**src/rtl/mips_pkg.sv**
```systemverilog
// ============================================================================
//  Module      : mips_pkg
//  Description : Shared types and constants for the MIPS pipeline stages.
//  Revision    : 1.0 - initial release
// ============================================================================
`default_nettype none

package mips_pkg;

    typedef logic [31:0] word_t;

    typedef enum logic [1:0] {
        FETCH = 2'd0,
        WAIT  = 2'd1,
        DRAIN = 2'd2
    } fetch_state_t;

    localparam word_t C_NOP_INSTR = 32'h0000_0000;
    localparam word_t C_RESET_PC  = 32'h0000_0000;
    localparam word_t C_PC_STEP   = 32'd4;

    // Wraps modulo 2^32, so 32'hFFFF_FFFC + 4 yields 0.
    function automatic word_t pc_plus4(input word_t pc);
        return pc + C_PC_STEP;
    endfunction

endpackage

`default_nettype wire

```
**src/rtl/if_id_reg.sv**
```systemverilog
// ============================================================================
//  Module      : if_id_reg
//  Description : IF/ID pipeline register with hold (stall) and bubble (flush).
//  Revision    : 1.0 - initial release
// ============================================================================
`default_nettype none

module if_id_reg
    import mips_pkg::*;
#(
    parameter logic [31:0] NOP_INSTR = C_NOP_INSTR
) (
    input  logic        clk,
    input  logic        rst,
    input  logic        i_stall,
    input  logic        i_flush,
    input  logic [31:0] i_instr,
    input  logic [31:0] i_pc_plus4,
    output logic [31:0] o_instr,
    output logic [31:0] o_pc_plus4,
    output logic        o_valid
);

    logic [31:0] r_instr_q,    w_instr_d;
    logic [31:0] r_pc_plus4_q, w_pc_plus4_d;
    logic        r_valid_q,    w_valid_d;

    // Stall outranks flush: a held instruction must not be lost to a bubble.
    always_comb begin
        w_instr_d    = r_instr_q;
        w_pc_plus4_d = r_pc_plus4_q;
        w_valid_d    = r_valid_q;
        if (!i_stall) begin
            if (i_flush) begin
                w_instr_d    = NOP_INSTR;
                w_pc_plus4_d = 32'h0000_0000;
                w_valid_d    = 1'b0;
            end else begin
                w_instr_d    = i_instr;
                w_pc_plus4_d = i_pc_plus4;
                w_valid_d    = 1'b1;
            end
        end
    end

    always_ff @(posedge clk or posedge rst) begin
        if (rst) begin
            r_instr_q    <= NOP_INSTR;
            r_pc_plus4_q <= 32'h0000_0000;
            r_valid_q    <= 1'b0;
        end else begin
            r_instr_q    <= w_instr_d;
            r_pc_plus4_q <= w_pc_plus4_d;
            r_valid_q    <= w_valid_d;
        end
    end

    assign o_instr    = r_instr_q;
    assign o_pc_plus4 = r_pc_plus4_q;
    assign o_valid    = r_valid_q;

endmodule

`default_nettype wire

```
**src/rtl/fetch_stage.sv**
```systemverilog
// ============================================================================
//  Module      : fetch_stage
//  Description : MIPS instruction fetch: PCF, next-PC select, wait-state FSM.
//  Revision    : 1.0 - initial release
// ============================================================================
`default_nettype none

module fetch_stage
    import mips_pkg::*;
#(
    parameter logic [31:0] RESET_PC  = C_RESET_PC,
    parameter logic [31:0] NOP_INSTR = C_NOP_INSTR
) (
    input  logic        clk,
    input  logic        reset,
    input  logic        StallF,
    input  logic        StallD,
    input  logic        PCSrcD,
    input  logic        JumpD,
    input  logic        jrD,
    input  logic [31:0] PCBranchD,
    input  logic [31:0] PCJumpD,
    input  logic [31:0] PCjrD,
    output logic [31:0] imem_addr,
    output logic        imem_req,
    input  logic [31:0] imem_rdata,
    input  logic        imem_ready,
    output logic [31:0] InstrD,
    output logic [31:0] PCPlus4D,
    output logic        ValidD,
    output logic        FetchBusy
);

    fetch_state_t r_state_q,  w_state_d;
    logic [31:0]  r_pcf_q,    w_pcf_d;
    logic [31:0]  r_pend_pc_q, w_pend_pc_d;

    logic        w_redir;
    logic        w_done;
    logic        w_flush;
    logic [31:0] w_target;
    logic [31:0] w_pc_plus4f;

    // A branch stalled in decode is not yet committed, so its redirect is masked.
    assign w_redir     = (PCSrcD | JumpD | jrD) & ~StallD;
    assign w_target    = jrD   ? PCjrD   :
                         JumpD ? PCJumpD : PCBranchD;
    assign w_done      = imem_ready & ((r_state_q == FETCH) | (r_state_q == WAIT));
    assign w_pc_plus4f = pc_plus4(r_pcf_q);

    always_comb begin
        w_state_d   = r_state_q;
        w_pcf_d     = r_pcf_q;
        w_pend_pc_d = r_pend_pc_q;
        case (r_state_q)
            FETCH: begin
                if (imem_ready) begin
                    if (w_redir) begin
                        w_pcf_d = w_target;
                    end else if (!StallF) begin
                        w_pcf_d = w_pc_plus4f;
                    end
                end else if (w_redir) begin
                    w_pend_pc_d = w_target;
                    w_state_d   = DRAIN;
                end else begin
                    w_state_d = WAIT;
                end
            end
            WAIT: begin
                // The address must stay put until the access drains, so a
                // redirect here is parked in pend_pc and the word discarded.
                if (w_redir) begin
                    w_pend_pc_d = w_target;
                    w_state_d   = DRAIN;
                end else if (imem_ready) begin
                    w_state_d = FETCH;
                    if (!StallF) begin
                        w_pcf_d = w_pc_plus4f;
                    end
                end
            end
            DRAIN: begin
                if (w_redir) begin
                    w_pend_pc_d = w_target;
                end
                if (imem_ready) begin
                    w_pcf_d   = w_redir ? w_target : r_pend_pc_q;
                    w_state_d = FETCH;
                end
            end
            default: begin
                w_state_d = FETCH;
            end
        endcase
    end

    always_ff @(posedge clk or posedge reset) begin
        if (reset) begin
            r_state_q   <= FETCH;
            r_pcf_q     <= RESET_PC;
            r_pend_pc_q <= 32'h0000_0000;
        end else begin
            r_state_q   <= w_state_d;
            r_pcf_q     <= w_pcf_d;
            r_pend_pc_q <= w_pend_pc_d;
        end
    end

    assign w_flush = w_redir | ~w_done | (r_state_q == DRAIN) | (w_done & StallF);

    if_id_reg #(
        .NOP_INSTR (NOP_INSTR)
    ) u_if_id_reg (
        .clk        (clk),
        .rst        (reset),
        .i_stall    (StallD),
        .i_flush    (w_flush),
        .i_instr    (imem_rdata),
        .i_pc_plus4 (w_pc_plus4f),
        .o_instr    (InstrD),
        .o_pc_plus4 (PCPlus4D),
        .o_valid    (ValidD)
    );

    assign imem_addr = r_pcf_q;
    assign imem_req  = ~reset;
    assign FetchBusy = (r_state_q != FETCH) | ~imem_ready;

endmodule

`default_nettype wire

```
**config.mk**
```make
export PLATFORM = sky130hd
export DESIGN_NAME = fetch_stage
export DESIGN_NICKNAME = d
export VERILOG_FILES = /design/src/rtl/mips_pkg.sv /design/src/rtl/if_id_reg.sv /design/src/rtl/fetch_stage.sv
export SDC_FILE = /design/constraint.sdc
export NUM_CORES = 1
export LEC_CHECK = 0
export ABC_AREA = 0
export CAP_MARGIN = 5
export CORE_MARGIN = 10
export CORE_UTILIZATION = 50
export CTS_CLUSTER_SIZE = 16
export DETAILED_ROUTE_END_ITERATION = 6
export PLACE_DENSITY_LB_ADDON = 0.2
export RECOVER_POWER = 25
export SLEW_MARGIN = 10
export SYNTH_ARGS = -nofsm -noshare
export SYNTH_HDL_FRONTEND = slang
export SYNTH_SLANG_ARGS = --single-unit
export TNS_END_PERCENT = 50
```
**constraint.sdc**
```tcl
create_clock -name clk -period 10.75 [get_ports clk]
set_input_delay 1.075 -clock clk [delete_from_list [all_inputs] [get_ports clk]]
set_output_delay 1.075 -clock clk [all_outputs]
set_load 0.01 [all_outputs]
```
* Yosys cells after proc, flatten, opt, wreduce, memory -nomap -nowiden
Index checks and enable logic that the tools add are counted.
** Storage, ports and cells
- Memories kept :: 0
- Input port bits :: 136
- Bits in read-only memories :: 0
- Latch bits :: 0
- Bits in registers :: 131
- Output and inout bits :: 99
- RAM bits :: 0
- Logic and storage cells :: 55
** Operators by class
- Mux-type cells :: 20
- Div/mod/pow operators :: 0
- Bitwise gates (word level) :: 14
- $add $sub $neg :: 1
- Eq/ne operators :: 7
- Multipliers :: 0
- Magnitude comparators :: 0
- Shift operators :: 0
- Reductions and logical operators :: 7
** Operator list (count)
- two-way mux 32 bit :: 12
- one-hot mux 32 bit (3 select lines) :: 1
- one-hot mux 32 bit (2 select lines) :: 1
- adder 32 x 3 -> 32 bit, second input constant :: 1
- != test 2 bit, second input constant :: 5
- two-way mux 2 bit :: 4
- OR 1 bit :: 7
- one-hot mux 2 bit (3 select lines) :: 1
- AND reduction 5 bit :: 1
- inverter 1 bit :: 4
- nonzero test 2 bit :: 2
- bitwise AND 1 bit :: 3
- nonzero test 3 bit :: 1
- equality test 2 x 1 -> 1 bit, second input constant :: 1
- equality test 2 bit, second input constant :: 1
- logical NOT 2 bit :: 1
- AND reduction 2 bit :: 1
- OR reduction 2 bit :: 1
- two-way mux 1 bit :: 1

* Logic depth before layout (Yosys ltp)
Gate-level depths: netlist of the first run.
- Depth in word-level cells :: 8
- Depth in mapped cells :: 9
- Gate-level depth less buffers :: 7

* By module
Synthesis of the first run repeated with hierarchy kept, for this count alone.
** Second synthesis, totals
- Cell total of the unflattened synthesis :: 701
- Area total of the unflattened synthesis :: 7166.9 um^2
** By module, submodules not included
- fetch_stage :: instances 1, sequential area each 1651.6 um^2, cells an instance 554, area an instance 4838.4 um^2
- if_id_reg :: instances 1, sequential area each 1626.6 um^2, cells an instance 147, area an instance 2328.5 um^2

* Worst setup path after synthesis of the first run
OpenSTA, ideal clock, no wires.
- Path type :: input -> output
- Start point :: in reset
- End point :: out imem_req
- Setup slack :: 5849 ps
- Arrival time :: 3826 ps
- Data required time :: 9675 ps
- Cell stages on the path :: 1
- Buffers on the path :: 0
- Path through :: inv_1
** Between the ends
- Word-level cells in the longest chain between the ends :: 1
** Ends and longest elaborated chain
- start, declared :: RTL line fetch_stage.sv:15 : input logic reset,
- inverter 1 bit :: RTL line fetch_stage.sv:127 : assign imem_req = ~reset;
- end, declared :: RTL line fetch_stage.sv:25 : output logic imem_req,
Every way passes these cells.

* Worst setup path in the final report of the first run
Same ends and word-level chain as after synthesis.

==> summary.md, run 1 <==
| Metric | Value |
|---|---|
| Worst-path cell chain | `dlygate4sd3_1 -> clkinvlp_2 -> clkdlybuf4s50_1` |
| Worst EP required | `9.68 ns` |
| Port Buffers | `234` |
| GRT Overall Usage | `23.5%` |
| Vias in the first global route | `6479` |
| R2R depth | `7` |
| Worst flop-to-flop path startpoint | `r_state_q[0]` |
| Yosys cell types | `57` |
| Mapped Cells | `700` |
| Peak supply drop | `139 uV` |
| Hold Crit Class | `reg2reg` |
| Synth Cell Area | `0.00692 sq mm` |
| CTS tree | `yes` |
| Max Cap Viol | `1` |
| CP Capture Type | `output pin` |
| Die area | `0.0189 sq mm` |
| Drt total wl | `22400 um` |
| Num Clock Sinks | `131` |
| First-pass GRT wire length | `35100 um` |
| RSZ-0062 raised after global routing | `false` |
| Vias | `6412` |
| Flops & latches, synth | `131` |
| DRC viols | `0` |
| Most frequent cells in the layout | `clkdlybuf4s50_1, dfrtp_1, nand2_1` |
| Syn-to-layout area delta | `42.0%` |
| Clock transition at path regs | `0.05 ns` |
| Crit-path max cell delay | `2.73 ns` |
| Met3 GRT Util | `7.57%` |
| Syn_area_per_cell | `9.88 sq um` |
| Clk_skew | `0.00768 ns` |
| GRT Max-Usage Layer | `met2` |
| Fillers | `965` |
| P_leak | `4.10 nW` |
| Final instance area | `0.00982 sq mm` |
| HPWL after detailed placement | `16500 um` |
| Die Width | `138 um` |
| Die Y-Extent | `138 um` |
| Synthesis Warnings | `0` |
| IO Pins | `235` |
| Root Buffer | `clkbuf_16` |
| Setup Viol. Count Final | `0` |
| Hold-critical path depth | `2` |
| Ant diodes | `0` |
| Startpoint types | `input port` |
| Post-CTS Setup Inserts | `0` |
| Pwr Density | `215 mW/mm^2` |
| 1st-iter DRT viols | `704` |
| Net Count, Synth | `841` |
| Drt pass-1 iters | `7` |
| Drt via density | `5.85` |
| GRT overflow | `0` |
| Fmax | `149 MHz` |
| Commonest non-fill, non-tap cell in the layout | `clkdlybuf4s50_1` |
| Status | `complete, but fails checks` |
| CTS Buf Count | `17` |
| Core area | `0.0134 sq mm` |
| Antenna violations before repair | `0` |
| WL/cell | `20.5 um` |
| EDFF count, synth | `0` |
| Critical path's slowest cell | `clkinvlp_2` |
| Failing checks | `max-capacitance violations, max-slew violations` |
| Final hold violation count | `0` |
| Final core utilization | `73.3%` |
| Final-stage net count | `1049` |
| Period utilization | `62.4%` |
| Critical Path Source | `reset` |
| Seq/Total Area, Yosys | `47.4%` |
| Worst Path Max Fanout | `81` |
| Hold-fix buffers at CTS | `0` |
| Worst Max-Slew Pin Slew | `3.71 ns` |
| Met2 usage | `37.1%` |
| TNS Setup | `0 ns` |
| Initial core utilization | `51.6%` |
| CTS max path bufs | `2` |
| Largest net degree at the start of global routing | `82` |
| Area occupied by multi-input gates | `0.00335 sq mm` |
| Routability congestion estimate | `0.933` |
| CP arrival | `5.63 ns` |
| Most used flip-flop cell after synthesis | `dfrtp_1` |
| Post-DRT Antenna Nets | `0` |
| Fin Hold WS | `0.476 ns` |
| Grt met1 use | `30.3%` |
| CP Class | `in2out` |
| Worst-skew pair later-pin latency | `0.42 ns` |
| Share of layout cells above drive strength 1 | `8.80%` |
| CTS resizes | `0` |
| DP Area | `0.00929 sq mm` |
| Async set-reset flop share out of synthesis | `100%` |
| Rows | `42` |
| Max-slew violations | `82` |
| Htree depth | `4` |
| Min-delay src | `u_if_id_reg.o_pc_plus4[18]` |
| Slew Limit Headroom | `-149%` |
| Sequential Area | `0.00328 sq mm` |
| Minimum clock period | `6.70 ns` |
-- sequential cells by signal (all words and copies together) (netlist names) --
register,flops
imem_addr,32
r_pend_pc_q,32
r_state_q,2
u_if_id_reg.o_instr,32
u_if_id_reg.o_pc_plus4,32
u_if_id_reg.o_valid,1
-- area by class of cell --
| cell class | count | area share, % |
|---|---|---|
| clock inverter | 9 | 0.853 |
| clock buffer | 22 | 4.62 |
| multi-input combinational | 501 | 34.1 |
| sequential | 131 | 33.4 |
| tap | 176 | 2.24 |
| inverter | 17 | 0.662 |
| timing repair buffer | 240 | 24.1 |
-- stage by stage --
| stage | instances | worst slack, ns | total power [mW] |
|---|---|---|---|
| 3_5_place_dp | 1065 | 6.83 | 1.56 |
| 4_1_cts | 1096 | 6.83 | 2.10 |
| 2_1_floorplan | 700 | 5.85 | 1.21 |
| 3_3_place_gp | 1065 | 6.84 | 1.52 |
| 6_report | 1096 | 4.05 | 2.11 |
| 5_1_grt | 1096 | 3.43 | 2.22 |
-- Yosys cell counts, drive strengths merged, types with 3 or more instances --
master / number / area [sq um]
mux2i: 33 / 330
a22o: 40 / 350
a31oi: 3 / 18.8
buf: 18 / 110
ha: 5 / 62.6
mux2: 30 / 338
o31ai: 3 / 22.5
o2bb2ai: 5 / 43.8
a21oi: 23 / 115
a2bb2oi: 11 / 96.3
o31a: 14 / 123
and3: 3 / 18.8
o211ai: 3 / 22.5
xor2: 7 / 61.3
o22ai: 11 / 68.8
and4: 3 / 26.3
dfrtp: 131 / 3280
xnor2: 20 / 175
inv: 17 / 63.8
a22oi: 7 / 52.6
nand3: 18 / 90.1
nor3: 10 / 50.1
nand2b: 3 / 18.8
a221oi: 4 / 35.0
nor2: 33 / 124
nand2: 87 / 327
nand4: 7 / 43.8
clkbuf: 33 / 124
o21ai: 88 / 463
nor4: 3 / 33.8
-- metal layers --
| layer | wire [um] | vias up |
|---|---|---|
| met1 | 9330 | 3058 |
| li1 | - | 2974 |
| met4 | 340 | 0 |
| met5 | 0 | - |
| met3 | 2380 | 37 |
| met2 | 10400 | 343 |
-- worst paths after layout --
check | endpoint | slack [ns]
min in group asynchronous | u_if_id_reg.o_pc_plus4[26] | 2.21
max reg2reg | imem_addr[6] | 7.85
max | imem_req | 4.05
min | u_if_id_reg.o_pc_plus4[18] | 0.48
max in group asynchronous | u_if_id_reg.o_pc_plus4[25] | 6.64
min reg2reg | u_if_id_reg.o_pc_plus4[18] | 0.48
-- worst max-delay path, delay by kind of cell --
| kind | cells | cell delay [ns] |
|---|---|---|
| buf+inv | 3 | 4.51 |
-- kinds of logic after synthesis --
group,synth area share (%)
buffers and inverters,4.30
muxes,9.66
xor gates and xnor gates,3.42
AOI/OAI and AO/OA,22.7
DFF,47.4
adders and majority gates,0.904
and+or+nand+nor,11.6
-- power breakdown --
group	switching (mW)	internal, mW	leakage [nW]
registers	0.132	0.623	1.73
logic	0.448	0.375	2.10
clock network	0.211	0.322	0.264
total	0.791	1.32	4.10
Power figures use the tool's default switching activity.
==> run 2: changes to the inputs <==
--- a/config.mk
+++ b/config.mk
@@ -8,7 +8,7 @@
 export ABC_AREA = 0
 export CAP_MARGIN = 5
 export CORE_MARGIN = 10
-export CORE_UTILIZATION = 50
+export CORE_UTILIZATION = 46
 export CTS_CLUSTER_SIZE = 16
 export DETAILED_ROUTE_END_ITERATION = 6
 export PLACE_DENSITY_LB_ADDON = 0.2
==> constraint.sdc (replaced) <==
create_clock -name clk -period 6.6 [get_ports clk]
set_input_delay 0.66 -clock clk [delete_from_list [all_inputs] [get_ports clk]]
set_output_delay 0.66 -clock clk [all_outputs]
set_load 0.01 [all_outputs]
==> run 2 against run 1 <==
The run now ends clean. Die area grew 7.4%. Register-to-register slack worse by 4.1 ns. Clock skew rose by 0.0033 ns. Global-route usage fell by 1.4 points. Clock-buffer cell count up 1. Combinational power increased by 62%. Sequential share of layout area shrank 0.38 points. Design area increased by 1.1%. Total power rose by 69%. Setup slack got worse by 0.51 ns. Sequential power is 63% higher. First-iteration DRC count up 1.7%. Largest cell class unchanged. Largest power group unchanged. Highest routed layer unchanged.
==> summary.md, run 2 (synthesis gave the netlist of run 1 again) <==
| Metric | Value |
|---|---|
| Core area | `0.0146 sq mm (+9.3%)` |
| Fmax | `326 MHz` |
| Post-CTS Setup Inserts | `0 (unchanged)` |
| P_leak | `4.22 nW (+2.9%)` |
| Die area | `0.0203 sq mm (+7.4%)` |
| CTS Buf Count | `17 (unchanged)` |
| Setup Viol. Count Final | `0 (unchanged)` |
| CTS max path bufs | `2 (unchanged)` |
| Die Width | `143 um (+3.6%)` |
| GRT Overall Usage | `22.1% (-1.4 points)` |
| Placed instance count | `1074 (+0.85%)` |
| Met2 usage | `34.6% (-2.5 points)` |
| Clock transition at path regs | `0.06 ns (about the same)` |
| Drt pass-1 iters | `5 (-2)` |
| Ant diodes | `0 (unchanged)` |
| Vias | `6382 (-0.47%)` |
| Port Buffers | `234 (unchanged)` |
| CP Capture Type | `flip-flop` |
| CTS resizes | `0 (unchanged)` |
| Routability congestion estimate | `0.880 (-5.7%)` |
| Status | `finished, final reports clean` |
| Buf/Inv on CP | `1 (-2)` |
| GRT overflow | `0 (unchanged)` |
| Slew Limit Headroom | `19.5% (+170 points)` |
| Antenna violations before repair | `0 (unchanged)` |
| First-pass GRT wire length | `35700 um (+1.6%)` |
| Critical path's slowest cell | `nand3_2` |
| 1st-iter DRT viols | `716 (+1.7%)` |
| IO Pins | `235 (unchanged)` |
| Met3 GRT Util | `7.30% (-0.28 points)` |
| GRT Max-Usage Layer | `met2` |
| Non-filler cells, final | `1106 (+0.91%)` |
| Pwr Density | `359 mW/mm^2 (+67%)` |
| Final-stage net count | `1050 (+0.095%)` |
| Worst EP required | `6.89 ns (-2.79 ns)` |
| Startpoint types | `input port` |
| Htree depth | `4 (unchanged)` |
| Grt met1 use | `28.6% (-1.7 points)` |
| Most frequent cells in the layout | `clkdlybuf4s50_1, dfrtp_1, nand2_1` |
| Max Cap Viol | `0 (-1)` |
| Post-DRT Antenna Nets | `0 (unchanged)` |
| Initial core utilization | `47.2% (-4.4 points)` |
| CP arrival | `3.36 ns (-2.27 ns)` |
| Commonest non-fill, non-tap cell in the layout | `clkdlybuf4s50_1` |
| Root Buffer | `clkbuf_16` |
| Die Y-Extent | `143 um (+3.6%)` |
| Largest net degree at the start of global routing | `72 (-12%)` |
| Share of layout cells above drive strength 1 | `9.11% (+0.31 points)` |
| Syn-to-layout area delta | `43.6%` |
| Clk_skew | `0.0110 ns (+0.00333 ns)` |
| Hold-fix buffers at CTS | `0 (unchanged)` |
| Drt via density | `5.77 (-1.4%)` |
| Worst-skew pair later-pin latency | `0.42 ns (about the same)` |
| Drt total wl | `22900 um (+2.1%)` |
| Period utilization | `46.5%` |
| CP Class | `in2reg` |
| Num Clock Sinks | `131 (unchanged)` |
| CTS tree | `yes` |
| RSZ-0062 raised after global routing | `false` |
| Rows | `44 (+4.8%)` |
| Max-slew violations | `0 (-100%)` |
| Worst Max-Slew Pin Slew | `1.21 ns (-2.50 ns)` |
| Worst-path cell chain | `buf_2 -> or3_1 -> and2_4 -> nand3_2 -> mux2_2` |
| Minimum clock period | `3.07 ns` |
| CP delay by family, top | `simple AND/OR/NAND/NOR gates` |
| Hold Crit Class | `reg2reg` |
| Crit-path max cell delay | `0.76 ns (-1.97 ns)` |
| Peak supply drop | `210 uV (+51%)` |
| Worst Path Max Fanout | `56 (-31%)` |
| Final hold violation count | `0 (unchanged)` |
| DRC viols | `0 (unchanged)` |
| TNS Setup | `0 ns (unchanged)` |
| WL/cell | `20.7 um (+1.2%)` |
| Vias in the first global route | `6447 (-0.49%)` |
| HPWL after detailed placement | `17200 um (+4.3%)` |
[run 2: cell types whose count changed in the layout (fill, tap and decap cells not counted), sizes merged]
cell and change:
buf +1, dlygate4sd3 +19, clkinvlp -1, bufinv +3, clkdlybuf4s50 -19, clkbuf +1
inv +1, clkinv -3
[run 2: area by class of cell]
type	instances	area, sq um
clock buffers	23	478
clock inverters	9	151
fillers	1158	4710
inverters	17	68.8
multi-input cells	501	3350
flip-flops and latches	131	3280
well taps	184	230
repair buffers	241	2380
[run 2: where the power goes]
group / switching, mW / internal [mW]
registers: 0.217 / 1.01
logic: 0.719 / 0.607
clock network: 0.346 / 0.661
total: 1.28 / 2.28
[run 2: path summary, 6_finish.rpt]
check / start / end / slack [ns] / cells after the start
min in group asynchronous: reset / imem_addr[22] / 0.80 / 2
setup / recovery: jrD / r_pend_pc_q[23] / 3.53 / 5
hold / removal: u_if_id_reg.o_pc_plus4[22] / u_if_id_reg.o_pc_plus4[22] / 0.48 / 2
setup reg to reg: imem_addr[2] / imem_addr[20] / 3.76 / 6
max in group asynchronous: reset / u_if_id_reg.o_pc_plus4[26] / 4.45 / 3
hold reg to reg: u_if_id_reg.o_pc_plus4[22] / u_if_id_reg.o_pc_plus4[22] / 0.48 / 2
[run 2: per-layer routing]
metal / part of all wire [%] / routed length (um) / vias up
li1: - / - / 2978
met2: 47 / 10700 / 294
met3: 9.5 / 2180 / 27
met1: 42 / 9680 / 3083
met5: 0 / 0 / -
met4: 1.5 / 339 / 0
[run 2: stage by stage]
stage          area (sq um)  hold WS (ns)  setup slack [ns]  utilization, %  total power, mW
2_1_floorplan          6920         0.450              2.36               -             1.97
3_3_place_gp           9310         0.461              3.28            63.6             2.50
3_5_place_dp           9310         0.468              3.16            63.6             2.55
4_1_cts                9940         0.481              3.60            67.9             3.57
5_1_grt                9940         0.493              3.32            67.9             3.74
6_report               9940         0.476              3.53            67.9             3.56
[run 2: worst min-delay path, cell delays in order (launching register included)]
cell	delay, ns
dfrtp_1	0.33
nand2_1	0.05
o21ai_0	0.06
